### src/rtl/mul_arbiter_ctrl.sv
// Round-robin controller sharing one iterative radix-16 Booth multiplier core
// between the integer pipe (port 0) and the FPU mantissa path (port 1).
module mul_arbiter_ctrl #(
  parameter int WIDTH     = 52,
  parameter int MULCYCLES = (WIDTH + 3) / 4,
  parameter int CNT_W     = $clog2(MULCYCLES)
) (
  input  logic                 clk_i,
  input  logic                 rst_ni,
  input  logic                 req0_valid_i,
  output logic                 req0_ready_o,
  input  logic [WIDTH-1:0]     req0_a_i,
  input  logic [WIDTH-1:0]     req0_b_i,
  input  logic                 req0_signed_i,
  input  logic                 req1_valid_i,
  output logic                 req1_ready_o,
  input  logic [WIDTH-1:0]     req1_a_i,
  input  logic [WIDTH-1:0]     req1_b_i,
  input  logic                 req1_signed_i,
  output logic                 core_load_o,
  output logic                 core_en_o,
  output logic [CNT_W-1:0]     core_iter_o,
  output logic [WIDTH-1:0]     core_a_o,
  output logic [WIDTH-1:0]     core_b_o,
  output logic                 core_signed_o,
  input  logic [2*WIDTH-1:0]   core_product_i,
  output logic                 res_valid_o,
  input  logic                 res_ready_i,
  output logic [2*WIDTH-1:0]   res_product_o,
  output logic                 res_tag_o,
  output logic                 busy_o
);

  typedef enum logic [1:0] {IDLE, ITER, CAPT, DONE} state_t;

  localparam logic [CNT_W-1:0] LAST_ITER = CNT_W'(MULCYCLES - 1);

  state_t           state;
  logic [CNT_W-1:0] counter;
  logic             last_grant;
  logic             grant;

  // On a tie the port that did not win last time gets the core.
  function automatic logic pick_grant(input logic v0, input logic v1, input logic last);
    if (v0 && v1) return ~last;
    return v1;
  endfunction

  always_comb grant = pick_grant(req0_valid_i, req1_valid_i, last_grant);

  assign req0_ready_o = (state == IDLE) && req0_valid_i && !grant;
  assign req1_ready_o = (state == IDLE) && req1_valid_i &&  grant;

  always_ff @(posedge clk_i) begin
    if (!rst_ni) begin
      state         <= IDLE;
      counter       <= '0;
      last_grant    <= 1'b1;
      core_a_o      <= '0;
      core_b_o      <= '0;
      core_signed_o <= 1'b0;
      core_load_o   <= 1'b0;
      core_en_o     <= 1'b0;
      core_iter_o   <= '0;
      res_product_o <= '0;
      res_tag_o     <= 1'b0;
      res_valid_o   <= 1'b0;
      busy_o        <= 1'b0;
    end else begin
      case (state)
        IDLE: begin
          if (req0_ready_o || req1_ready_o) begin
            core_a_o      <= grant ? req1_a_i : req0_a_i;
            core_b_o      <= grant ? req1_b_i : req0_b_i;
            core_signed_o <= grant ? req1_signed_i : req0_signed_i;
            res_tag_o     <= grant;
            last_grant    <= grant;
            counter       <= '0;
            core_load_o   <= 1'b1;
            core_en_o     <= 1'b1;
            core_iter_o   <= '0;
            busy_o        <= 1'b1;
            state         <= ITER;
          end
        end
        // One radix-16 digit per cycle; load is only asserted on digit 0.
        ITER: begin
          core_load_o <= 1'b0;
          if (counter == LAST_ITER) begin
            counter     <= '0;
            core_en_o   <= 1'b0;
            core_iter_o <= '0;
            state       <= CAPT;
          end else begin
            counter     <= counter + 1'b1;
            core_iter_o <= counter + 1'b1;
          end
        end
        CAPT: begin
          res_product_o <= core_product_i;
          res_valid_o   <= 1'b1;
          state         <= DONE;
        end
        DONE: begin
          if (res_ready_i) begin
            res_valid_o <= 1'b0;
            busy_o      <= 1'b0;
            state       <= IDLE;
          end
        end
        default: state <= IDLE;
      endcase
    end
  end

endmodule

### config.mk
export PLATFORM = sky130hd
export DESIGN_NAME = mul_arbiter_ctrl
export DESIGN_NICKNAME = d
export VERILOG_FILES = /design/src/rtl/mul_arbiter_ctrl.sv
export SDC_FILE = /design/constraint.sdc
export NUM_CORES = 1
export LEC_CHECK = 0
export ABC_AREA = 1
export BUFFER_PORTS_ARGS = -buffer_cell sky130_fd_sc_hd__buf_2
export CAP_MARGIN = 5
export CORE_AREA = 2 2 210 212
export CTS_CLUSTER_SIZE = 28
export DETAILED_ROUTE_END_ITERATION = 16
export DIE_AREA = 0 0 212 214
export PLACE_DENSITY_LB_ADDON = 0.05
export SETUP_SLACK_MARGIN = 0.15
export SLEW_MARGIN = 20
export SYNTH_ARGS = -nofsm -noshare
export SYNTH_HDL_FRONTEND = slang
export SYNTH_SLANG_ARGS = --single-unit
### constraint.sdc
create_clock -name clk_i -period 2.9 [get_ports clk_i]
set_input_delay 0.58 -clock clk_i [delete_from_list [all_inputs] [get_ports clk_i]]
set_output_delay 0.58 -clock clk_i [all_outputs]
set_load 0.01 [all_outputs]
Yosys cells after proc, flatten, opt, wreduce, memory -nomap -nowiden --
Index checks and enable logic that the tools add are counted.
Storage, ports and cells: word-level logic and storage cells 58, bits in registers 221, input port bits 319, output and inout bits 220
Cells by class: add/subtract/negate cells 1, muxes and demuxes 20, bitwise gates (word level) 1, reductions and logical operators 17, eq/ne operators 7
Operators by type and width (number):
- $mux 52 | 2
- $reduce_and 3->1 | 3
- $mux 4 | 2
- $pmux 1 s2 | 4
- $pmux 2 s4 | 1
- $pmux 4 s2 | 1
- $mux 1 | 7
- $mux 2 | 3
- $reduce_and 2->1 | 3
- $reduce_bool 2->1 | 3
- $logic_and 1x1->1 | 5
- $add 4x1->4 const B | 1
- $eq 2x2->1 const B | 2
- $eq 4x4->1 const B | 1
- $ne 2x2->1 const B | 2
- $eq 2x1->1 const B | 1
- $logic_not 2->1 | 1
- $ne 2x1->1 const B | 1
- $logic_not 1->1 | 1
- $logic_or 1x1->1 | 1
- $not 1->1 | 1

Depth between registers and ports, before layout --
word-level depth 8, gate-level depth with buffers 9

Worst setup path after synthesis --
Ideal clock, no wire load.
path kind input -> output, from in req1_valid_i, to out req0_ready_o, required time 2.320 ns, path slack 1.024 ns, buffers on the path 3, cell stages on the path 4, arrival 1.296 ns, path through buf_2 > buf_2 > buf_2 > a21oi_1
On the way: cells in the longest elaborated chain, start to end 5
RTL lines:
- from (decl) | line 15 | input logic req1_valid_i,
- $logic_and 1x1->1 | line 45 | if (v0 && v1) return ~last;
- $mux 1 | line 45
- $mux 1 (*) | line 46 | return v1;
- $logic_not 1->1 (*) | line 51 | assign req0_ready_o = (state == IDLE) && req0_valid_i && !grant;
- $logic_and 1x1->1 (*) | line 51
- to (decl) | line 11 | output logic req0_ready_o,
Mark *: on every way between the ends. The rest lies on a longest branch, timed or not.

Worst setup path in the final report --
from reg state[0], to out req0_ready_o
On the way: cells in the longest elaborated chain, start to end 3
RTL lines:
- from (decl) | line 38 | state_t state;
- from (signal assigned) | line 56 | state <= IDLE;
- from (signal assigned) | line 83 | state <= ITER;
- from (signal assigned) | line 93 | state <= CAPT;
- $logic_not 2->1 | line 51
- $logic_and 1x1->1 (2 in a row) | line 51
No other way between the ends.

==> results by group <==
GRT
  – Pin count of the biggest net entering global routing: between 100 and 150
  – Vias in the first global route: approximately 10000
  – Grt total ovfl: 0
  – Initial antenna violation count: 14
  – First-pass GRT wire length: between 60000 and 70000 um
  – GR Util All Layers: between 15 and 20%

Clock network
  – Clk root buf: clkbuf_16
  – CTS clock-pin slew for the worst setup and hold paths: 0.06 ns
  – Sink Count: approximately 220
  – Hold-fix buffers at CTS: 0
  – CTS tree: yes
  – Setup bufs post-CTS: 0
  – H-tree levels: 1
  – Resized cells post-CTS: 0
  – Bufs on Longest Clock Path: 3
  – Cts bufs inserted: 28
  – Clock Latency Late Sink: ~0.55 ns

Critical path
  – Max stage delay on crit path: between 0.3 and 0.4 ns
  – CP Capture Type: output pin
  – Crit-path leading delay family: flip-flops
  – Critical Path Fanout Max: 7
  – Critical Path AT: roughly 1.9 ns
  – Crit path kind: flip-flop to output pin
  – CP startpoint kind: flip-flop
  – Critical path buffer and inverter count: 2
  – CP required: roughly 2.3 ns
  – Slowest library cell on the worst path: dfxtp_1
  – Critical-path cell list: inv_1 > ha_1 > nand2_2 > a21oi_1 > buf_2

Yosys
  – Synth Instances: ~1300
  – Seq/Total Area, Yosys: between 40% and 50%
  – Synth top area share: around 48%
  – Library cells used by synthesis: 23
  – Synthesis-stage register bit count: 221
  – Netlist Area Pre-Place: between 9000 and 10000 sq um
  – Area leader, netlist: dfxtp_1
  – YS warnings: 0
  – Post-Syn Area per Cell: about 6.9 sq um
  – Top cells by area, synth: dfxtp_1, nor2_1, o21ai_0
  – Synth Net Count: 1675

Route
  – Wirelength per Cell: 16.5 um
  – Metal2 WL: 19600 um
  – DR WL met3: between 3000 and 4000 um
  – Remaining antenna violation count after routing: 0
  – Detailed Route Iter0 Violations: 460
  – Via count: 10376
  – Final WL: around 40000 um
  – DRC: 0
  – Max layer used: met5
  – Via/cell ratio: 4.25
  – Met1 Routed Length: ~16000 um
  – DRT Pass-1 Iters: 5

Cells and area
  – FILL cells: 4785
  – Most frequent cells in the layout: buf_2, nor2_1, nand2_1
  – Seq. cell area: 4420 sq um
  – Layout cells sized above 1: approximately a third
  – Post-layout util: a little under a third
  – Most common cell after layout, fill and taps aside: buf_2
  – Multi-input logic area: between 4000 and 5000 sq um
  – Nets: approximately 2200
  – Cell area after layout: approximately 13000 sq um
  – Area delta synth->final: 45.0%

Pwr
  – Leak: a little over 7 nW
  – PD cells: about 940 nW/um^2
  – Worst IR Drop VDD: between 0.4 and 0.5 mV

Timing
  – Measured slew at the worst slew-check pin: 1.10 ns
  – Final Hold Viols: 0
  – Post-Route Setup TNS: 0 ns
  – RSZ-0062 raised after global routing: no
  – Rel. slew slack: a little over a quarter
  – Final setup violation count: 0
  – Clock skew: roughly 0.018 ns
  – Crit share post-route: a little over four fifths
  – Max Slew Vio Count: 0
  – Maximum clock frequency: roughly 410 MHz
  – Final min period: about 2.5 ns

Run status
  – Status: finished clean

Floorplanning
  – Area of the die: ~45000 sq um
  – Chip height: between 200 and 250 um
  – Die width: roughly 210 um
  – Core area: ~43000 sq um
  – Starting Density: between 20 and 25%
  – Site Rows: 76
  – IO Count: roughly 540

Placed design
  – Placer Congestion: a little under 0.8
  – DP Area: 12400 sq um
  – Final HPWL DP: 28500 um
  – I/O Buffers: between 500 and 600

Hold path
  – Worst min path class: primary input to flip-flop

Flow run
  – Max Cap Violations: 0
[logic make-up (layout without fill, tap and decap cells)]
family          Yosys count  in the layout  share of synthesized area [%]
other cells               0              7                              0
buf+inv                 118            619                           5.78
compound gates          222            222                           12.0
simple gates            781            781                           33.5
flops                   221            221                           47.7
fa+ha+maj                 7              7                          0.945
[synth_stat cells]
cell / count
a21oi_1: 11
a22oi_1: 1
and3_1: 1
buf_1: 5
buf_2: 41
buf_4: 1
buf_6: 5
clkbuf_1: 51
dfxtp_1: 221
ha_1: 7
inv_1: 13
inv_2: 2
nand2_1: 231
nand2_2: 2
nand2_4: 1
nand3_1: 117
nand3_2: 1
nand3b_1: 1
nand4_1: 1
nor2_1: 425
nor3_1: 1
o21ai_0: 209
o21ai_1: 1
[through the flow]
stage / std cells / setup WS [ns] / hold slack, ns / power, mW
finish: 2442 / 0.440 / 0.247 / 12.7
global route: 2440 / 0.235 / 0.225 / 13.6
CTS: 2435 / 0.214 / 0.208 / 12.9
detailed placement: 2384 / 0.516 / 0.456 / 9.06
global placement: 2384 / 0.568 / 0.452 / 9.07
floorplan: 1349 / 1.02 / 0.464 / 7.02
[final cells by class]
type	count	area share, %
flip-flops and latches	221	32.9
multi-input cells	1010	32.2
repair buffers	553	21.4
clock buffers	42	6.58
well taps	585	5.45
clock inverters	9	0.894
inverters	15	0.428
diodes	7	0.130
[where the power goes]
group	internal, mW	total, mW	switching [mW]	leakage, nW
sequential	3.99	4.41	0.427	1.82
combinational	1.54	4.49	2.95	4.85
clock	2.35	3.76	1.40	0.505
total	7.88	12.7	4.78	7.18
[sequential cells by signal, indices dropped and copies added (netlist names), 2 cells and up]
register       count
res_product_o    104
counter            4
state              2
core_a_o          52
core_b_o          52
[routing by layer]
| metal | vias up | GRT usage, % |
|---|---|---|
| met3 | 74 | 5.70 |
| met1 | 4650 | 19.3 |
| met4 | 14 | 4.91 |
| met5 | - | 0 |
| met2 | 353 | 29.7 |
| li1 | 5285 | - |
[worst reg2reg max path, delay by kind of cell, from the launching register on]
| kind | cells | cell delay (ns) |
|---|---|---|
| flip-flops | 1 | 0.34 |
| adder cells (fa/ha/maj) | 1 | 0.34 |
| AND/OR/NAND/NOR | 4 | 0.85 |
| buffers and inverters | 3 | 0.51 |
[final timing paths]
| check | from | to | slack (ns) | depth (start not counted) |
|---|---|---|---|---|
| worst max register to register | state[0]$_SDFFE_PN0P_ | core_a_o[37]$_SDFFE_PN0P_ | 0.77 | 8 |
| worst max-delay path | state[0]$_SDFFE_PN0P_ | req0_ready_o | 0.44 | 5 |
| worst min register to register | busy_o$_SDFFE_PN0P_ | busy_o$_SDFFE_PN0P_ | 0.46 | 2 |
| worst min-delay path | core_product_i[0] | res_product_o[0]$_SDFFE_PN0P_ | 0.25 | 3 |
Note: power is estimated with default switching activity, not from simulation.
